<file path="src/rtl/exc_ctrl_if.sv">
// exc_ctrl_if: exception request, writeback and arbitrated register-file bundle for exc_ctrl.
//   master: drives ex_req/ex_code/ex_pc and wb_we/wb_rd/wb_data; observes all outputs.
//   slave : exc_ctrl side; drives rf_*, fetch strobes, redirect address, busy, exc_count and sticky flags.
interface exc_ctrl_if #(
    parameter int COUNT_WIDTH = 16
);
    logic                   ex_req;
    logic [31:0]            ex_code;
    logic [31:0]            ex_pc;
    logic                   wb_we;
    logic [4:0]             wb_rd;
    logic [31:0]            wb_data;
    logic                   rf_we;
    logic [4:0]             rf_rd;
    logic [31:0]            rf_data;
    logic                   flush_fd;
    logic                   kill_x;
    logic                   pc_redirect_en;
    logic [31:0]            pc_redirect_addr;
    logic                   busy;
    logic [COUNT_WIDTH-1:0] exc_count;
    logic                   overrun;
    logic                   conflict;

    modport master (
        output ex_req, ex_code, ex_pc, wb_we, wb_rd, wb_data,
        input  rf_we, rf_rd, rf_data, flush_fd, kill_x, pc_redirect_en,
               pc_redirect_addr, busy, exc_count, overrun, conflict
    );

    modport slave (
        input  ex_req, ex_code, ex_pc, wb_we, wb_rd, wb_data,
        output rf_we, rf_rd, rf_data, flush_fd, kill_x, pc_redirect_en,
               pc_redirect_addr, busy, exc_count, overrun, conflict
    );
endinterface

</file>
<file path="src/rtl/exc_ctrl.sv">
// exc_ctrl: pipeline exception controller; squashes F/D, kills X, redirects fetch,
// then after draining older instructions writes the status code to STATUS_REG
// through the register-file write port shared with writeback.
//   clock  : rising-edge clock
//   resetn : asynchronous active-low reset
//   bus    : exc_ctrl_if slave (X-stage request, writeback port, rf port, strobes, status)
module exc_ctrl #(
    parameter int DRAIN_CYCLES = 1,
    parameter int STATUS_REG   = 30,
    parameter int COUNT_WIDTH  = 16
) (
    input logic        clock,
    input logic        resetn,
    exc_ctrl_if.slave  bus
);
    typedef enum logic [1:0] {IDLE, DRAIN, WRITE} state_t;

    localparam logic [2:0] DRAIN_INIT = 3'(DRAIN_CYCLES);

    state_t                 state, state_d;
    logic [2:0]             drain_q, drain_d;
    logic [31:0]            status_q;
    logic [COUNT_WIDTH-1:0] count_q;
    logic                   overrun_q, conflict_q;
    logic                   valid, accept;

    assign valid  = bus.ex_req && (bus.ex_code != 32'd0);
    // Gating with resetn keeps the fetch strobes quiet while reset is held.
    assign accept = valid && (state == IDLE) && resetn;

    always_comb begin
        state_d = state;
        drain_d = drain_q;
        case (state)
            IDLE: begin
                if (accept) begin
                    state_d = (DRAIN_CYCLES == 0) ? WRITE : DRAIN;
                    drain_d = DRAIN_INIT;
                end
            end
            DRAIN: begin
                drain_d = drain_q - 3'd1;
                if (drain_q <= 3'd1) state_d = WRITE;
            end
            default: state_d = IDLE;
        endcase
    end

    always_ff @(posedge clock or negedge resetn) begin
        if (!resetn) begin
            state      <= IDLE;
            drain_q    <= 3'd0;
            status_q   <= 32'd0;
            count_q    <= '0;
            overrun_q  <= 1'b0;
            conflict_q <= 1'b0;
        end else begin
            state   <= state_d;
            drain_q <= drain_d;
            if (accept) begin
                status_q <= bus.ex_code;
                if (~&count_q) count_q <= count_q + 1'b1;
            end
            if (valid && state != IDLE) overrun_q <= 1'b1;
            if (state == WRITE && bus.wb_we) conflict_q <= 1'b1;
        end
    end

    assign bus.flush_fd         = accept;
    assign bus.kill_x           = accept;
    assign bus.pc_redirect_en   = accept;
    assign bus.pc_redirect_addr = bus.ex_pc + 32'd1;
    assign bus.busy             = (state != IDLE);
    assign bus.exc_count        = count_q;
    assign bus.overrun          = overrun_q;
    assign bus.conflict         = conflict_q;
    // The status write owns the port in WRITE; any writeback in that cycle is dropped.
    assign bus.rf_we            = (state == WRITE) ? 1'b1 : bus.wb_we;
    assign bus.rf_rd            = (state == WRITE) ? 5'(STATUS_REG) : bus.wb_rd;
    assign bus.rf_data          = (state == WRITE) ? status_q : bus.wb_data;
endmodule

</file>
<file path="src/flat_wrapper.sv">
// flat-port wrapper written by rule: the top's interface ports become plain ports
module exc_ctrl_flat 
#(
    parameter int DRAIN_CYCLES = 1,
    parameter int STATUS_REG   = 30,
    parameter int COUNT_WIDTH  = 16
)
  (clock, resetn, bus_ex_req, bus_ex_code, bus_ex_pc, bus_wb_we, bus_wb_rd, bus_wb_data, bus_rf_we, bus_rf_rd, bus_rf_data, bus_flush_fd, bus_kill_x, bus_pc_redirect_en, bus_pc_redirect_addr, bus_busy, bus_exc_count, bus_overrun, bus_conflict);
  exc_ctrl_if #(.COUNT_WIDTH(COUNT_WIDTH)) bus_i ();
  input logic clock;
  input logic resetn;
  input wire logic [$bits(bus_i.ex_req)-1:0] bus_ex_req;
  input wire logic [$bits(bus_i.ex_code)-1:0] bus_ex_code;
  input wire logic [$bits(bus_i.ex_pc)-1:0] bus_ex_pc;
  input wire logic [$bits(bus_i.wb_we)-1:0] bus_wb_we;
  input wire logic [$bits(bus_i.wb_rd)-1:0] bus_wb_rd;
  input wire logic [$bits(bus_i.wb_data)-1:0] bus_wb_data;
  output wire logic [$bits(bus_i.rf_we)-1:0] bus_rf_we;
  output wire logic [$bits(bus_i.rf_rd)-1:0] bus_rf_rd;
  output wire logic [$bits(bus_i.rf_data)-1:0] bus_rf_data;
  output wire logic [$bits(bus_i.flush_fd)-1:0] bus_flush_fd;
  output wire logic [$bits(bus_i.kill_x)-1:0] bus_kill_x;
  output wire logic [$bits(bus_i.pc_redirect_en)-1:0] bus_pc_redirect_en;
  output wire logic [$bits(bus_i.pc_redirect_addr)-1:0] bus_pc_redirect_addr;
  output wire logic [$bits(bus_i.busy)-1:0] bus_busy;
  output wire logic [$bits(bus_i.exc_count)-1:0] bus_exc_count;
  output wire logic [$bits(bus_i.overrun)-1:0] bus_overrun;
  output wire logic [$bits(bus_i.conflict)-1:0] bus_conflict;
  assign bus_i.ex_req = bus_ex_req;
  assign bus_i.ex_code = bus_ex_code;
  assign bus_i.ex_pc = bus_ex_pc;
  assign bus_i.wb_we = bus_wb_we;
  assign bus_i.wb_rd = bus_wb_rd;
  assign bus_i.wb_data = bus_wb_data;
  assign bus_rf_we = bus_i.rf_we;
  assign bus_rf_rd = bus_i.rf_rd;
  assign bus_rf_data = bus_i.rf_data;
  assign bus_flush_fd = bus_i.flush_fd;
  assign bus_kill_x = bus_i.kill_x;
  assign bus_pc_redirect_en = bus_i.pc_redirect_en;
  assign bus_pc_redirect_addr = bus_i.pc_redirect_addr;
  assign bus_busy = bus_i.busy;
  assign bus_exc_count = bus_i.exc_count;
  assign bus_overrun = bus_i.overrun;
  assign bus_conflict = bus_i.conflict;
  exc_ctrl #(.DRAIN_CYCLES(DRAIN_CYCLES), .STATUS_REG(STATUS_REG), .COUNT_WIDTH(COUNT_WIDTH)) u_core (.clock(clock), .resetn(resetn), .bus(bus_i));
endmodule
</file>
<file path="config.mk">
export PLATFORM = sky130hd
export DESIGN_NAME = exc_ctrl_flat
export DESIGN_NICKNAME = d
export VERILOG_FILES = /design/src/rtl/exc_ctrl_if.sv /design/src/rtl/exc_ctrl.sv /design/src/flat_wrapper.sv
export SDC_FILE = /design/constraint.sdc
export NUM_CORES = 1
export LEC_CHECK = 0
export CAP_MARGIN = 20
export CORE_MARGIN = 5
export CORE_UTILIZATION = 38
export CTS_BUF_LIST = sky130_fd_sc_hd__clkbuf_16
export CTS_CLUSTER_DIAMETER = 40
export DETAILED_ROUTE_END_ITERATION = 6
export MAX_ROUTING_LAYER = met4
export PLACE_DENSITY_LB_ADDON = 0.12
export SYNTH_ARGS = -nofsm -noshare
export SYNTH_HDL_FRONTEND = slang
export SYNTH_SLANG_ARGS = --single-unit
</file>
<file path="constraint.sdc">
create_clock -name clock -period 2.2 [get_ports clock]
set_input_delay 0.33 -clock clock [delete_from_list [all_inputs] [get_ports clock]]
set_output_delay 0.33 -clock clock [all_outputs]
set_load 0.005 [all_outputs]
</file>
---- Word-level counts from Yosys, hierarchy flattened ----
Index checks and enable logic that the tools add are counted.
cells by class
  $lt $le $gt $ge ......................... 1
  bitwise logic cells ..................... 1
  multiplexer cells ....................... 8
  $add $sub $neg .......................... 3
  reduce and logical (&&, ||, !) cells .... 13
  equal/unequal tests ..................... 4
operators with widths
  kind                                                                   count
  32-bit by 1-bit adder with 32-bit output, second input constant        1
  32-bit two-way mux                                                     1
  32-bit nonzero test                                                    1
  16-bit by 1-bit adder with 16-bit output, second input constant        1
  16-bit AND reduction                                                   1
  3-bit one-hot mux with 2 select lines                                  1
  2-bit AND reduction                                                    3
  1-bit logical AND                                                      5
  5-bit two-way mux                                                      1
  2-bit two-way mux                                                      2
  2-bit one-hot mux with 2 select lines                                  1
  2-bit nonzero test                                                     2
  3-bit by 1-bit <= comparator with 1-bit output, second input constant  1
  3-bit two-way mux                                                      1
  3-bit by 1-bit subtractor with 3-bit output, second input constant     1
  2-bit by 1-bit equality test with 1-bit output, second input constant  1
  2-bit equality test, second input constant                             1
  2-bit zero test                                                        1
  2-bit by 1-bit != test with 1-bit output, second input constant        1
  2-bit != test, second input constant                                   1
  1-bit two-way mux                                                      1
  1-bit NOT                                                              1
storage, ports and cells
  register bits after elaboration ......... 55
  logic and storage cells ................. 36
  input port bits ......................... 105
  output and inout bits ................... 92

---- Longest topological paths before layout ----
Gate-level depths: netlist of run 1.
  word-level depth ........................ 6
  mapped depth ............................ 7
  mapped depth without buffers ............ 6

---- Worst setup path before layout of run 1 ----
No wires, ideal clock.
  path type ............................... input-to-output
  from .................................... input bus_ex_code[16]
  to ...................................... output bus_kill_x
  path buffers ............................ 2
  slack ................................... 0.394 ns
  stages on the path ...................... 6
  arrival time ............................ 1.476 ns
  data required time ...................... 1.870 ns
  cell sequence ........................... nor4_1 -> nand4_1 -> o2111ai_2 -> buf_4 -> inv_1 -> buf_4
on the way
  cells in the longest elaborated chain, start to end .. 4
RTL lines
  element                          line                text
  from (decl)                      flat_wrapper.sv:13  input wire logic [$bits(bus_i.ex_code)-1:0] bus_ex_code;
  32-bit nonzero test              exc_ctrl.sv:27      assign valid = bus.ex_req && (bus.ex_code != 32'd0);
  1-bit logical AND                exc_ctrl.sv:27
  1-bit logical AND (2 in series)  exc_ctrl.sv:29      assign accept = valid && (state == IDLE) && resetn;
  to (decl)                        flat_wrapper.sv:22  output wire logic [$bits(bus_i.kill_x)-1:0] bus_kill_x;
Every way passes these cells.

---- Worst setup path after layout of run 1 ----
  from .................................... input bus_ex_pc[5]
  to ...................................... output bus_pc_redirect_addr[17]
on the way
  cells in the longest elaborated chain, start to end .. 1
RTL lines
  element                                   line                text
  from (decl)                               flat_wrapper.sv:14  input wire logic [$bits(bus_i.ex_pc)-1:0] bus_ex_pc;
  32-bit by 1-bit adder with 32-bit output  exc_ctrl.sv:72      assign bus.pc_redirect_addr = bus.ex_pc + 32'd1;
  to (decl)                                 flat_wrapper.sv:24  output wire logic [$bits(bus_i.pc_redirect_addr)-1:0] bus_pc_redirect_addr;
Every way passes these cells.

==> results of run 1 <==
[sequential cells by signal, summed over array words and instances, names as in the netlist]
register              count
u_core.bus.conflict       1
u_core.bus.exc_count     16
u_core.bus.overrun        1
u_core.drain_q            3
u_core.state              2
u_core.status_q          32
[where the power goes]
part	switching (W)	internal, W	leakage, nW
Combinational	0.000754	0.00130	2.03
Sequential	0.000274	0.00141	0.668
Clock	0.000342	0.000527	0.0811
Total	0.00137	0.00324	2.78
[cell usage after synthesis (2+ instances only)]
library cell   n
nor2b_1        2
and2_1         2
o21ai_0        3
or2_2          5
buf_1          2
nand2_1       14
dfrtp_1       55
buf_2          5
mux2_2        65
nor3_1        11
nor2_1         8
xnor2_1       31
and3_1        10
xor2_1        13
ha_1           4
mux2_4         2
nand3_1       21
inv_1          9
buf_4          6
and4_1         4
nor4b_1        2
nand4_1       13
a21oi_1        2
nor4_1        11
[cell families (layout without fill, tap and decap cells)]
logic type	Yosys count	in the layout	synth area share (%)
AND/OR/NAND/NOR	108	109	18.3
XOR/XNOR	44	44	11.4
other	0	1	0
flip-flops	55	55	40.8
multiplexers	67	67	22.6
AO/OA/AOI/OAI	8	8	1.63
adder cells (fa/ha/maj)	4	4	1.48
buffers and inverters	24	270	3.75
[repair_timing]
item / 4_1_cts / 5_1_grt
buffers inserted: 9 / 3
setup endpoints to repair: 96 / 53
pin swaps: 31 / 14
endpoints found under the hold margin: 0 / 0
resized for setup: 153 / 38
gates cloned: 2 / 2
[layer usage]
| layer | global-route usage (%) | share of wire [%] | vias to the layer above |
|---|---|---|---|
| met5 | - | 0 | - |
| met4 | 4.90 | 1.7 | 0 |
| met3 | 5.09 | 4.9 | 17 |
| met2 | 37.8 | 51 | 111 |
| met1 | 26.8 | 42 | 1627 |
| li1 | - | - | 1603 |
[layout make-up]
cell class                 count  area, sq um  area share [%]
clock buffer                   5          125            2.05
tap                          108          135            2.21
inverter                       9         33.8           0.553
timing repair buffer         254         2370            38.8
clock inverter                 2         33.8           0.553
multi-input combinational    232         2040            33.3
antenna                        1         2.50          0.0409
sequential                    55         1380            22.5
[per-stage QoR]
stage / util (%) / hold slack (ns)
final: 70.4 / 0.247
after global routing: 70.4 / 0.325
after CTS: 69.2 / 0.284
after detailed placement: 66.5 / 0.449
after global placement: 66.5 / 0.440
after floorplan: - / 0.0344
[critical path, delay by kind of cell]
family,cells,cell delay [ns]
XOR/XNOR,1,0.17
buffers and inverters,3,0.86
AND/OR/NAND/NOR,3,0.48
[worst paths after layout]
check                                                start                                   end  slack, ns  cells past startpoint
hold reg to reg            u_core.bus.conflict$_DFFE_PN0P_       u_core.bus.conflict$_DFFE_PN0P_       0.46                      1
max in group asynchronous                           resetn        u_core.status_q[7]$_DFFE_PN0P_       1.49                      2
setup / recovery                              bus_ex_pc[5]              bus_pc_redirect_addr[17]       0.02                      7
min in group clock                          bus_ex_code[1]        u_core.status_q[1]$_DFFE_PN0P_       0.34                      2
hold / removal                                      resetn   u_core.bus.exc_count[7]$_DFFE_PN0P_       0.25                      2
setup reg to reg               u_core.state[0]$_DFFE_PN0P_  u_core.bus.exc_count[14]$_DFFE_PN0P_       0.17                      7
==> results.json, run 1 <==
{
  "yosys_register_bits": 55,
  "num_rows": 34,
  "fillers": 681,
  "synthCells": 310,
  "slew_violations": 0,
  "finalCritPeriodShare_pct": 98.9,
  "max_slew.worst_pin.slew_ns": 0.686,
  "dp_hpwl_microns": 9100,
  "mostFrequentLayoutCell": "clkdlybuf4s50_1",
  "clock_latency_ns": 0.28,
  "place_area_sq_um": 5770,
  "finalPower_w": 0.00461,
  "hold_violations": 0,
  "gr-usage-all-layers_pct": 22.1,
  "core_area_sq_um": 8680,
  "grt_overflow_total": 0,
  "cts_tree": "done",
  "instances_no_fill": 666,
  "outcome": "finished, final reports clean",
  "cp_data_arrival_time_ns": 1.85,
  "vdd_drop_max_v": 0.000572,
  "netlist_area_sq_um": 3370,
  "crit_path_max_fanout": 5,
  "synth_area_leaders": "dfrtp_1 (41%), mux2_2 (22%), xnor2_1 (8.1%)",
  "area_growth_pct": 81.3,
  "fin_tns_setup_ns": 0,
  "synth_ff_type": "dfrtp_1",
  "pre_cts_ws_ns": -0.573,
  "fp.dieW_microns": 104,
  "final_cell_mix": "clkdlybuf4s50_1 (97), mux2_2 (65), dlygate4sd2_1 (59)",
  "firstDrtPassIters": 4,
  "yosysWarnings": 0,
  "slew_headroom_pct": 54.2,
  "finalSetupViolations": 0,
  "synth_top_area_share_pct": 40.8,
  "synth_cell_types": 34,
  "drv_cap": 0,
  "path_cells": "clkdlybuf4s50_1 -> and2_4 -> and4_4 -> buf_6 -> nand3_1 -> xnor2_1 -> clkdlybuf4s15_2",
  "fp.dieH_microns": 104,
  "drt_iter0_drc": 78,
  "grt_pass1_wl_microns": 19100,
  "drtAntennaViolNets": 0,
  "async_reset_ff_share_pct": 100,
  "fin_nets": 666,
  "cts.sinks": 55,
  "period_needed_ns": 2.18,
  "path_class": "primary input to primary output",
  "drive_above_1_share_pct": 33.8,
  "routabilityCongestion": 0.803,
  "seq_area_frac_synth_pct": 40.8,
  "cts_buffers": 5,
  "syn_area_per_cell_sq_um": 10.9,
  "clk_pin_slew_ns": 0.07,
  "synth_top_cell_by_area": "dfrtp_1",
  "cts_buffer_depth": 2,
  "max_freq_mhz": 460,
  "worst_setup_path_end_kind": "primary output",
  "grt_max_degree": 56,
  "synth_edf_count": 0,
  "routed_via_density": 5.04,
  "grt_pass1_vias": 3528,
  "skew_ns": 0.00453,
  "cts_root_buf": "clkbuf_16",
  "wl_microns": 12000,
  "power.density_nw_per_um2": 754,
  "antenna_found_initial": 1,
  "syn_nets": 419,
  "slowest_delay_ns": 0.50,
  "portBuffers": 196,
  "required_ns": 1.87,
  "rsz0062_at_grt": "true",
  "routedWlPerCell_microns": 18.1,
  "cp_slowest_cell": "clkdlybuf4s50_1",
  "route.vias.total": 3358,
  "hold_buffers": 0,
  "design_area_sq_um": 6110,
  "htreeDepth": 2,
  "min_path_type": "primary input to asynchronous set/reset pin",
  "dieArea_sq_um": 10900,
  "initial_core_util_pct": 38.9,
  "p_leak_nw": 2.78,
  "place_inst": 643,
  "layout_setup_ws_ns": 0.0240,
  "critPathLaunchType": "primary input",
  "drc": 0,
  "pin_count": 197
}
Note: power is estimated with default switching activity, not from simulation.
==> run 2, diff against run 1 <==
--- a/config.mk
+++ b/config.mk
@@ -6,7 +6,7 @@
 export NUM_CORES = 1
 export LEC_CHECK = 0
 export CAP_MARGIN = 20
-export CORE_MARGIN = 5
+export CORE_MARGIN = 2
 export CORE_UTILIZATION = 38
 export CTS_BUF_LIST = sky130_fd_sc_hd__clkbuf_16
 export CTS_CLUSTER_DIAMETER = 40
==> run 2 against run 1 <==
Against the previous run: maximum frequency is 0.73% lower; worst setup slack worse by 0.016 ns; cell area is 0.41% higher; critical path depth is 1 higher; non-clock buffer count is 8 higher; critical path type unchanged; critical endpoint is now bus_pc_redirect_addr[31]; largest cell class unchanged.
==> results.json, run 2 (synthesized netlist as in run 1, its figures left out) <==
{
  "fin_nets": 675,
  "rsz0062_at_grt": "true",
  "dp_hpwl_microns": 8540,
  "layout_setup_ws_ns": 0.00800,
  "cts.sinks": 55,
  "routabilityCongestion": 0.890,
  "cts_buffer_depth": 2,
  "pwr-share-clk_pct": 16.5,
  "max_freq_mhz": 456,
  "n_antenna_cell": 0,
  "pin_count": 197,
  "routed_via_density": 5.02,
  "worst_setup_path_end_kind": "primary output",
  "path_class": "primary input to primary output",
  "grt_max_degree": 56,
  "finalCritPeriodShare_pct": 99.6,
  "clk_pin_slew_ns": 0.07,
  "area_growth_pct": 82.0,
  "pwr-share-seq_pct": 36.3,
  "min_path_type": "primary input to asynchronous set/reset pin",
  "place_inst": 645,
  "drt_iter0_drc": 116,
  "cts_buffers": 5,
  "drive_above_1_share_pct": 34.0,
  "largest_reg_flops": 32,
  "mostFrequentLayoutCell": "clkdlybuf4s50_1",
  "hold_violations": 0,
  "period_needed_ns": 2.19,
  "pwr-share-comb_pct": 47.2,
  "internal_power_w": 0.00320,
  "initial_core_util_pct": 38.9,
  "route.vias.total": 3387,
  "instances_no_fill": 675,
  "num_rows": 34,
  "required_ns": 1.87,
  "dieArea_sq_um": 9640,
  "grt_pass1_wl_microns": 17900,
  "p_sw_share_pct": 30.2,
  "routedWlPerCell_microns": 17.3,
  "slew_violations": 0,
  "fp.dieH_microns": 98.2,
  "antenna_found_initial": 0,
  "crit_path_max_fanout": 5,
  "htreeDepth": 2,
  "hold_ws_ns": 0.216,
  "ff2ff_setup_slack_ns": 0.28,
  "drc": 0,
  "critPathLaunchType": "primary input",
  "slew_headroom_pct": 53.9,
  "wl_microns": 11700,
  "power.density_nw_per_um2": 747,
  "largest-register": "u_core.status_q",
  "core_area_sq_um": 8680,
  "grt_pass1_vias": 3447,
  "cts_tree": "done",
  "drv_cap": 0,
  "slowest_delay_ns": 0.27,
  "p_leak_nw": 2.86,
  "cp_slowest_cell": "clkdlybuf4s15_1",
  "outcome": "finished, final reports clean",
  "crit_top_cell": "and3_4",
  "cp_data_arrival_time_ns": 1.86,
  "cp_num_buf_inv": 3,
  "fp.dieW_microns": 98.2,
  "drtAntennaViolNets": 0,
  "cpLargestDelayFamily": "simple AND/OR/NAND/NOR gates",
  "cts_root_buf": "clkbuf_16",
  "finalSetupViolations": 0,
  "skew_ns": 0.00506,
  "portBuffers": 196,
  "vdd_drop_max_v": 0.000506,
  "path_cells": "clkdlybuf4s15_1 -> and4_4 -> and3_4 -> and3_4 -> buf_4 -> nand4_1 -> xnor2_1 -> clkbuf_2",
  "clock_latency_ns": 0.29,
  "firstDrtPassIters": 4,
  "final_cell_mix": "clkdlybuf4s50_1 (90), mux2_2 (65), dlygate4sd2_1 (60)",
  "post-route-util_pct": 70.7,
  "gr-usage-all-layers_pct": 23.6,
  "pre_cts_ws_ns": -0.706,
  "switching_power_w": 0.00138,
  "fillers": 705,
  "max_slew.worst_pin.slew_ns": 0.691,
  "grt_overflow_total": 0
}
[run 2: repair_timing]
item / CTS / global route
pin swaps: 23 / 21
gates resized for setup: 128 / 55
hold buffers: 0 / 0
setup buffers: 8 / 11
gates cloned: 2 / 2
endpoints found under the setup margin: 100 / 61
[run 2: final timing paths]
kind	from	end	cells past startpoint
max in group asynchronous	resetn	u_core.status_q[23]$_DFFE_PN0P_	2
min reg2reg	u_core.bus.conflict$_DFFE_PN0P_	u_core.bus.conflict$_DFFE_PN0P_	1
max reg2reg	u_core.bus.exc_count[1]$_DFFE_PN0P_	u_core.bus.exc_count[13]$_DFFE_PN0P_	7
min	resetn	u_core.bus.exc_count[9]$_DFFE_PN0P_	2
min in group clock	bus_ex_code[7]	u_core.status_q[7]$_DFFE_PN0P_	2
max	bus_ex_pc[16]	bus_pc_redirect_addr[31]	8
[run 2: metrics by stage]
step	setup TNS, ns	total power, W	instance area, sq um
detailed placement	-35.48	0.00382	5790
floorplan	0	0.00263	3370
global route	-0.222	0.00486	6140
CTS	-0.0934	0.00448	5980
finish	0	0.00458	6140
global placement	-33.11	0.00376	5790
[run 2: area by class of cell]
cell class | instances | area (sq um) | area share [%]
Clock inverter | 3 | 16.3 | 0.265
Clock buffer | 5 | 125 | 2.04
Inverter | 9 | 33.8 | 0.550
Tap cell | 108 | 135 | 2.20
Sequential cell | 55 | 1380 | 22.4
Timing Repair Buffer | 262 | 2430 | 39.6
Multi-Input combinational cell | 233 | 2020 | 32.9
[run 2: power by group through the flow]
| stage | sequential, W | combinational, W | clock (W) |
|---|---|---|---|
| floorplan | 0.00160 | 0.00103 | 0 |
| global placement | 0.00167 | 0.00209 | 0 |
| detailed placement | 0.00167 | 0.00215 | 0 |
| CTS | 0.00166 | 0.00205 | 0.000778 |
| global route | 0.00172 | 0.00233 | 0.000813 |
| finish | 0.00166 | 0.00216 | 0.000758 |
[run 2: worst reg2reg max path, delay by kind of cell (launching register included)]
family / cells / cell delay, ns
XOR/XNOR: 1 / 0.17
buffers and inverters: 1 / 0.16
adder cells (fa/ha/maj): 1 / 0.25
flip-flops: 1 / 0.45
AND/OR/NAND/NOR: 4 / 0.81
[run 2: per-layer routing]
layer	global-route usage (%)	wire length [microns]
met3	4.08	680
met1	31.1	4940
met5	-	0
met2	38.9	5860
met4	4.43	178
